[src/rtl/nn_pkg.sv]
// nn_pkg: shared sizes, layer/state types and per-layer term count for the MNIST layer sequencer
package nn_pkg;
  localparam int N_IN = 784;
  localparam int N_HID = 20;
  localparam int N_OUT = 10;
  localparam int ADDR_W = 10;
  typedef logic [1:0] layer_t;
  typedef enum logic [2:0] {IDLE, CLEAR, RUN, FLUSH, STORE, DONE} seq_state_t;
  function automatic logic [ADDR_W-1:0] layer_terms(input layer_t l);
    return (l == 2'd0) ? ADDR_W'(N_IN) : ADDR_W'(N_HID);
  endfunction
endpackage

[src/rtl/valid_delay.sv]
// valid_delay: DEPTH-stage issue-valid shift register with async clear and sync flush
module valid_delay #(
  parameter int DEPTH = 1
) (
  input  logic clk,
  input  logic rst_n,
  input  logic flush,
  input  logic d,
  output logic q
);
  logic [DEPTH-1:0] sr_q, sr_d;
  always_comb sr_d = flush ? '0 : DEPTH'({sr_q, d});
  always_ff @(posedge clk or negedge rst_n)
    if (!rst_n) sr_q <= '0;
    else sr_q <= sr_d;
  assign q = sr_q[DEPTH-1];
endmodule

[src/rtl/nn_layer_sequencer.sv]
// nn_layer_sequencer: steps the three FC layers through clear/run/flush/store over the shared neuron bank
module nn_layer_sequencer
  import nn_pkg::*;
#(
  parameter int MEM_LAT = 1,
  parameter int MAC_LAT = 2
) (
  input  logic              Clk,
  input  logic              Reset_n,
  input  logic              Start,
  input  logic              Abort,
  output logic              Busy,
  output logic              Done,
  output layer_t            Layer,
  output logic [ADDR_W-1:0] Addr,
  output logic              Active,
  output logic              X_zero,
  output logic              Store
);
  localparam int FL_N = MEM_LAT + MAC_LAT + 1;
  localparam int FC_W = $clog2(FL_N + 1);
  seq_state_t state_q, state_d;
  layer_t layer_q, layer_d;
  logic [ADDR_W-1:0] k_q, k_d, k_last;
  logic [FC_W-1:0] fc_q, fc_d;
  logic dv;
  assign k_last = layer_terms(layer_q) - ADDR_W'(1);
  always_comb begin
    state_d = state_q;
    layer_d = layer_q;
    k_d = k_q;
    fc_d = '0;
    case (state_q)
      IDLE: if (Start) begin
        state_d = CLEAR;
        layer_d = '0;
      end
      CLEAR: begin
        state_d = RUN;
        k_d = '0;
      end
      RUN: if (k_q == k_last) state_d = FLUSH;
           else k_d = k_q + ADDR_W'(1);
      FLUSH: begin
        fc_d = fc_q + FC_W'(1);
        if (fc_q == FC_W'(FL_N - 1)) state_d = STORE;
      end
      STORE: begin
        k_d = '0;
        state_d = (layer_q == 2'd2) ? DONE : CLEAR;
        layer_d = (layer_q == 2'd2) ? layer_q : layer_q + 2'd1;
      end
      DONE: begin
        state_d = IDLE;
        layer_d = '0;
      end
      default: state_d = IDLE;
    endcase
    // abort overrides any transition, including an accepted start
    if (Abort) begin
      state_d = IDLE;
      layer_d = '0;
      k_d = '0;
      fc_d = '0;
    end
  end
  always_ff @(posedge Clk or negedge Reset_n)
    if (!Reset_n) begin
      state_q <= IDLE;
      layer_q <= '0;
      k_q <= '0;
      fc_q <= '0;
    end else begin
      state_q <= state_d;
      layer_q <= layer_d;
      k_q <= k_d;
      fc_q <= fc_d;
    end
  valid_delay #(.DEPTH(MEM_LAT)) u_vd (
    .clk  (Clk),
    .rst_n(Reset_n),
    .flush(Abort),
    .d    (state_q == RUN),
    .q    (dv)
  );
  assign Busy = state_q != IDLE;
  assign Done = state_q == DONE;
  assign Store = state_q == STORE;
  assign Layer = layer_q;
  assign Addr = (state_q == RUN || state_q == FLUSH) ? k_q : '0;
  assign Active = dv | (state_q == FLUSH);
  assign X_zero = Active & ~dv;
endmodule

[config.mk]
export PLATFORM = sky130hd
export DESIGN_NAME = nn_layer_sequencer
export DESIGN_NICKNAME = d
export VERILOG_FILES = /design/src/rtl/nn_pkg.sv /design/src/rtl/valid_delay.sv /design/src/rtl/nn_layer_sequencer.sv
export SDC_FILE = /design/constraint.sdc
export NUM_CORES = 1
export LEC_CHECK = 0
export ABC_CLOCK_PERIOD_IN_PS = 3660
export BUFFER_PORTS_ARGS = -buffer_cell sky130_fd_sc_hd__buf_2
export CORE_MARGIN = 2
export CORE_UTILIZATION = 40
export CTS_CLUSTER_DIAMETER = 60
export DETAILED_ROUTE_END_ITERATION = 7
export GPL_TIMING_DRIVEN = 0
export SLEW_MARGIN = 20
export SYNTH_ARGS = -nofsm -noshare
export SYNTH_HDL_FRONTEND = slang
export SYNTH_SLANG_ARGS = --single-unit
export TNS_END_PERCENT = 50
[constraint.sdc]
create_clock -name Clk -period 3.66 [get_ports Clk]
set_input_delay 0.549 -clock Clk [delete_from_list [all_inputs] [get_ports Clk]]
set_output_delay 0.549 -clock Clk [all_outputs]
set_load 0.05 [all_outputs]
### Yosys cells after proc, flatten, opt, wreduce, memory -nomap -nowiden

Index checks and enable logic that the tools add are counted.

| cells by class | value |
|---|---|
| $add $sub $neg | 4 |
| multipliers | 0 |
| divide/modulo/power cells | 0 |
| $lt $le $gt $ge | 0 |
| eq/ne operators | 13 |
| shifts and indexed selects | 0 |
| mux-type cells | 18 |
| bitwise logic cells | 3 |
| reduce and logical (&&, ||, !) cells | 10 |

Operators with widths:

| cell | count |
|---|---|
| 10-bit two-way mux | 4 |
| 3-bit two-way mux | 7 |
| 10-bit one-hot mux with 2 select lines | 1 |
| 3-bit inequality test, second input constant | 5 |
| 3-bit one-hot mux with 5 select lines | 1 |
| 10-bit by 1-bit adder with 10-bit output, second input constant | 1 |
| 10-bit equality test | 1 |
| 10-bit by 1-bit subtractor with 10-bit output, second input constant | 1 |
| 3-bit by 2-bit equality test with 1-bit output, second input constant | 3 |
| 3-bit equality test, second input constant | 2 |
| 2-bit two-way mux | 3 |
| 2-bit one-hot mux with 3 select lines | 1 |
| 3-bit AND reduction | 2 |
| 3-bit nonzero test | 2 |
| 4-bit nonzero test | 1 |
| 3-bit by 1-bit adder with 3-bit output, second input constant | 1 |
| 3-bit by 1-bit equality test with 1-bit output, second input constant | 1 |
| 3-bit logical NOT | 1 |
| 2-bit by 1-bit adder with 2-bit output, second input constant | 1 |
| 2-bit equality test, second input constant | 1 |
| 2-bit logical NOT | 1 |
| 2-bit AND reduction | 1 |
| 2-bit OR reduction | 1 |
| 1-bit AND | 1 |
| 4 further kinds | 4 |

| word-level totals | value |
|---|---|
| register bits after elaboration | 19 |
| latch bits | 0 |
| RAM bits | 0 |
| ROM bits | 0 |
| input port bits | 4 |
| output and inout port bits | 17 |
| logic and storage cells | 53 |
| memories kept | 0 |

### Logic depth before layout (Yosys ltp)

| depth | value |
|---|---|
| word-level depth | 7 |
| depth in mapped cells | 7 |

### Cells and area by module

Synthesis repeated with hierarchy kept, for this count alone.

| unflattened totals | value |
|---|---|
| cells, all modules | 131 |
| area total of the unflattened synthesis | 1271.2 um2 |

By module, submodules not included:

| module | times used | cells an instance | area an instance (um2) | sequential area each (um2) |
|---|---|---|---|---|
| nn_layer_sequencer | 1 | 129 | 1232.4 | 450.4 |
| valid_delay | 1 | 2 | 38.8 | 25.0 |

### Worst setup path before layout

Ideal clock, no wire load.

| timing path | value |
|---|---|
| path type | flip-flop to flip-flop |
| from | reg layer_q[0], in the netlist Layer[0] |
| to | reg state_q[0] |
| library setup time | 0.096 ns |
| arrival time | 2.299 ns |
| data required time | 3.564 ns |
| path slack | 1.265 ns |
| stages on the path, launching flop included | 8 |
| path through | dfrtp_1 > inv_1 > ha_1 > or4_4 > or3b_4 > a21oi_4 > nor2_2 > a311oi_2 |

| between the ends | value |
|---|---|
| longest elaborated chain between the ends | 6 |

Ends and longest elaborated chain:

| item | RTL line | source |
|---|---|---|
| from (decl) | nn_layer_sequencer.sv:23 | `layer_t layer_q, layer_d;` |
| from (signal assigned) | nn_layer_sequencer.sv:75 | `layer_q <= layer_d;` |
| 2-bit logical NOT | nn_pkg.sv:10 | `return (l == 2'd0) ? ADDR_W'(N_IN) : ADDR_W'(N_HID);` |
| 10-bit two-way mux | nn_pkg.sv:10 |  |
| 10-bit by 1-bit subtractor with 10-bit output | nn_layer_sequencer.sv:27 | `assign k_last = layer_terms(layer_q) - ADDR_W'(1);` |
| 10-bit equality test | nn_layer_sequencer.sv:42 | `RUN: if (k_q == k_last) state_d = FLUSH;` |
| 3-bit inequality test (no line) | -- |  |
| 3-bit AND reduction (no line) | -- |  |
| to (signal assigned) | nn_layer_sequencer.sv:74 | `state_q <= state_d;` |
| to (decl) | nn_layer_sequencer.sv:22 | `seq_state_t state_q, state_d;` |

Every way passes these cells.
A chain may end at the register's enable or synchronous reset.

### Worst setup path in the final report

| timing path | value |
|---|---|
| from | reg state_q[2] |
| to | out Addr[2] |

| between the ends | value |
|---|---|
| longest elaborated chain between the ends | 3 |
| elaborated cells on any way between the ends | 4 |

Ends and longest elaborated chain:

| item | RTL line | source |
|---|---|---|
| 3-bit by 2-bit equality test with 1-bit output | nn_layer_sequencer.sv:90 | `assign Addr = (state_q == RUN \|\| state_q == FLUSH) ? k_q : '0;` |
| 1-bit logical OR (*) | nn_layer_sequencer.sv:90 |  |
| 10-bit two-way mux (*) | nn_layer_sequencer.sv:90 |  |
| to (decl) | nn_layer_sequencer.sv:15 | `output logic [ADDR_W-1:0] Addr,` |

Every way passes the cells marked *; elsewhere a longest branch is shown, timed or not.

==> results.txt <==
run status -> finished, final reports clean
Area after DPL -> 1370 µm²
nature of the critical path startpoint -> flop
P_leak -> 0.642 nW
maxcap violations -> 0
Hold-fix buffers, CTS -> 0
WP data required -> 3110 ps
Placed Instances -> 189
initial antenna violation count -> 0
vias in the first global route -> 965
Cell variety after synth -> 43
worst r2r dst -> k_q[8]
worst min-delay path class -> input port to async pin
max_slew headroom -> 69.4%
Remaining DRCs -> 0
R2R Setup Slk -> 1510 ps
WHS -> 161 ps
Post-Synth Adder-Cell Area -> 5.10%
Logic pwr share -> 21.6%
H-Tree Depth -> 1
setup TNS -> 0 ps
clock power share -> 25.7%
CTS Sinks -> 19
GRT Residual Overflow -> 0
PostCTS Resize Cnt -> 0
Warnings, synthesis -> 0
die height -> 59.4 µm
routed wire length -> 2490 µm
Initial Utilization -> 41.2%
Synth Instances -> 136
Max VDD drop -> 0.213 mV
synth-to-layout area growth -> 13.8%
ANT cells -> 0
Die ar. -> 3520 µm²
P_int -> 0.286 mW
worst-path fanout max -> 10
row count -> 20
NumNets Final -> 170
Syn Nets -> 145
clock skew -> 10.9 ps
Core Area -> 2980 µm²
drt first pass iters -> 4
Setup CP Type -> flop to output port
gpl congestion -> 0.804
post-synthesis xor/xnor area fraction -> 3.57%
multiplexer area fraction after synthesis -> 0.816%
clk slew on worst S/H paths -> 120 ps
layout cells sized above 1 -> 26.3%
r2r worst-path depth -> 6
Layout Cells excl Fill -> 193
CTS Root Cell -> clkbuf_4
f_max -> 405 MHz
sw power -> 0.138 mW
Clock Tree Buf Depth -> 2
Seq/Total Area, Yosys -> 38.8%
initial drt markers -> 18
final slew viol count -> 0
Setup crit end kind -> output port
Sequential Power Share -> 52.7%
Crit. Startpoint -> state_q[2]
Via Count -> 1036
GRT Util Overall -> 15.5%
detailed placement HPWL -> 1910 µm
setup violators final -> 0
Die X-Extent -> 59.4 µm
Post-Syn Area -> 1230 µm²
Compound-Gate Fraction of Synth Area -> 11.5%
I/O Buffers -> 20
clock tree from TritonCTS -> built
main combinational cell family by area after synthesis -> simple AND/OR/NAND/NOR gates
R2R Path Start -> state_q[2]
WL per Instance -> 12.9 µm
Sw Share -> 32.5%
setup bufs post-CTS -> 0
largest net degree at the start of global routing -> 20
Routed Antenna Nets -> 0
fin crit period -> 2470 ps
CTS Buf Count -> 3
Worst Path Arrival -> 1920 ps
first-pass GRT wire length -> 4180 µm
cell area after layout -> 1400 µm²
Final Hold Fails -> 0
Slew @ Worst Pin -> 455 ps
Ports -> 21
unrepaired setup endpoints after global routing -> no
period utilisation layout -> 67.5%
PwrDens -> 304 nW/µm²
Skew-Pair Late Insertion Delay -> 300 ps
Post-Syn Area per Cell -> 9.02 µm²
simple-gate share of the synthesized area -> 33.7%
Yosys reg bits -> 19
Via density -> 5.37
## cell usage after synthesis, drive strengths merged
cell type   n  area (µm²)
nand2      10        37.5
o211ai      4        30.0
xor2        3        26.3
a22oi       1        7.51
or2         1        6.26
buf         4        37.5
or4b        1        10.0
and2       11        70.1
and3        1        6.26
a21boi      1        7.51
nor4        1        6.26
nor2b       1        6.26
mux2i       1        10.0
inv         7        26.3
dfrtp      19         475
o21ai       8        43.8
a311oi      1        15.0
ha          5        62.6
or4         3        28.8
a21oi       4        31.3
clkbuf      3        16.3
nor3b       3        22.5
nor3        3        15.0
and3b       1        8.76
nor2       15        58.8
xnor2       2        17.5
or3b        2        20.0
nand3b      2        15.0
nand4       7        43.8
a31oi       1        6.26
or3         3        20.0
nand2b      2        12.5
nand3       5        25.0
## layer usage
| layer | up-vias | GRT usage, % | wire, µm |
|---|---|---|---|
| li1 | 525 | - | - |
| met1 | 497 | 21.4 | 1260 |
| met2 | 12 | 25.1 | 1150 |
| met3 | 2 | 2.62 | 58 |
| met4 | 0 | 3.90 | 17 |
| met5 | - | 0 | 0 |
## power by group through the flow
stage | clock (mW) | combinational, mW | sequential, mW
2_1_floorplan | 0 | 0.0704 | 0.225
3_3_place_gp | 0 | 0.0919 | 0.227
3_5_place_dp | 0 | 0.0930 | 0.227
4_1_cts | 0.115 | 0.0932 | 0.223
5_1_grt | 0.123 | 0.102 | 0.224
6_report | 0.109 | 0.0916 | 0.223
## logic make-up (layout without fill, tap and decap cells)
kind of cell,Yosys count,after routing
fa+ha+maj,5,5
xor+xnor,5,5
compound gates,20,20
mux,1,1
buf+inv,14,38
flops,19,19
simple gates,72,72
## critical path: stages, from the launching register on
cell and delay (ps):
dfrtp_1 410, clkbuf_2 170, nor2b_1 240, clkbuf_1 350, and2_2 200, buf_2 250
## placed cells by master, fill, tap and decap left out, types with 2 or more instances in the layout
cell type | synthesis | routed
nor2_1 | 14 | 14
and2_1 | 10 | 10
o21ai_0 | 7 | 7
nand3b_1 | 2 | 2
nand3_1 | 5 | 5
o211ai_1 | 4 | 4
ha_1 | 5 | 5
buf_6 | 3 | 3
clkbuf_4 | 1 | 4
nand2b_1 | 2 | 2
xor2_1 | 3 | 3
nor3_1 | 3 | 3
a21oi_1 | 3 | 3
dfrtp_1 | 19 | 19
nand4_1 | 7 | 7
nand2_1 | 10 | 10
or3_1 | 2 | 2
buf_2 | 0 | 20
inv_1 | 7 | 7
xnor2_1 | 2 | 2
nor3b_1 | 3 | 3
or4_2 | 2 | 2
## how the worst max path moves through the flow
stage / to / slack, ps / depth (start not counted)
2_1_floorplan: state_q[0] / 1270 / 7
6_report: Addr[2] / 1190 / 5
3_3_place_gp: k_q[8] / 1500 / 6
4_1_cts: Addr[2] / 1150 / 5
5_1_grt: Addr[2] / 1010 / 5
3_5_place_dp: Addr[2] / 1510 / 5
## per-stage QoR
step	worst slack (ps)	power, mW	util [%]
CTS	1150	0.432	46.8
global placement	1500	0.319	45.9
floorplan	1270	0.296	-
detailed placement	1510	0.320	45.9
global route	1010	0.449	46.8
finish	1190	0.424	46.8
## layout make-up
type	count	area, µm²
buffer	7	53.8
clock buffer	3	22.5
clock inverter	1	5.00
fill	287	1580
inverter	7	26.3
multi-input combinational	103	671
sequential	19	475
tap	33	41.3
timing repair buffer	20	100
## registers in the layout, indices dropped and copies added (netlist names)
name,count
Layer,2
fc_q,3
k_q,10
state_q,3
u_vd.q,1
No activity file was read; power rests on OpenSTA's default activity.
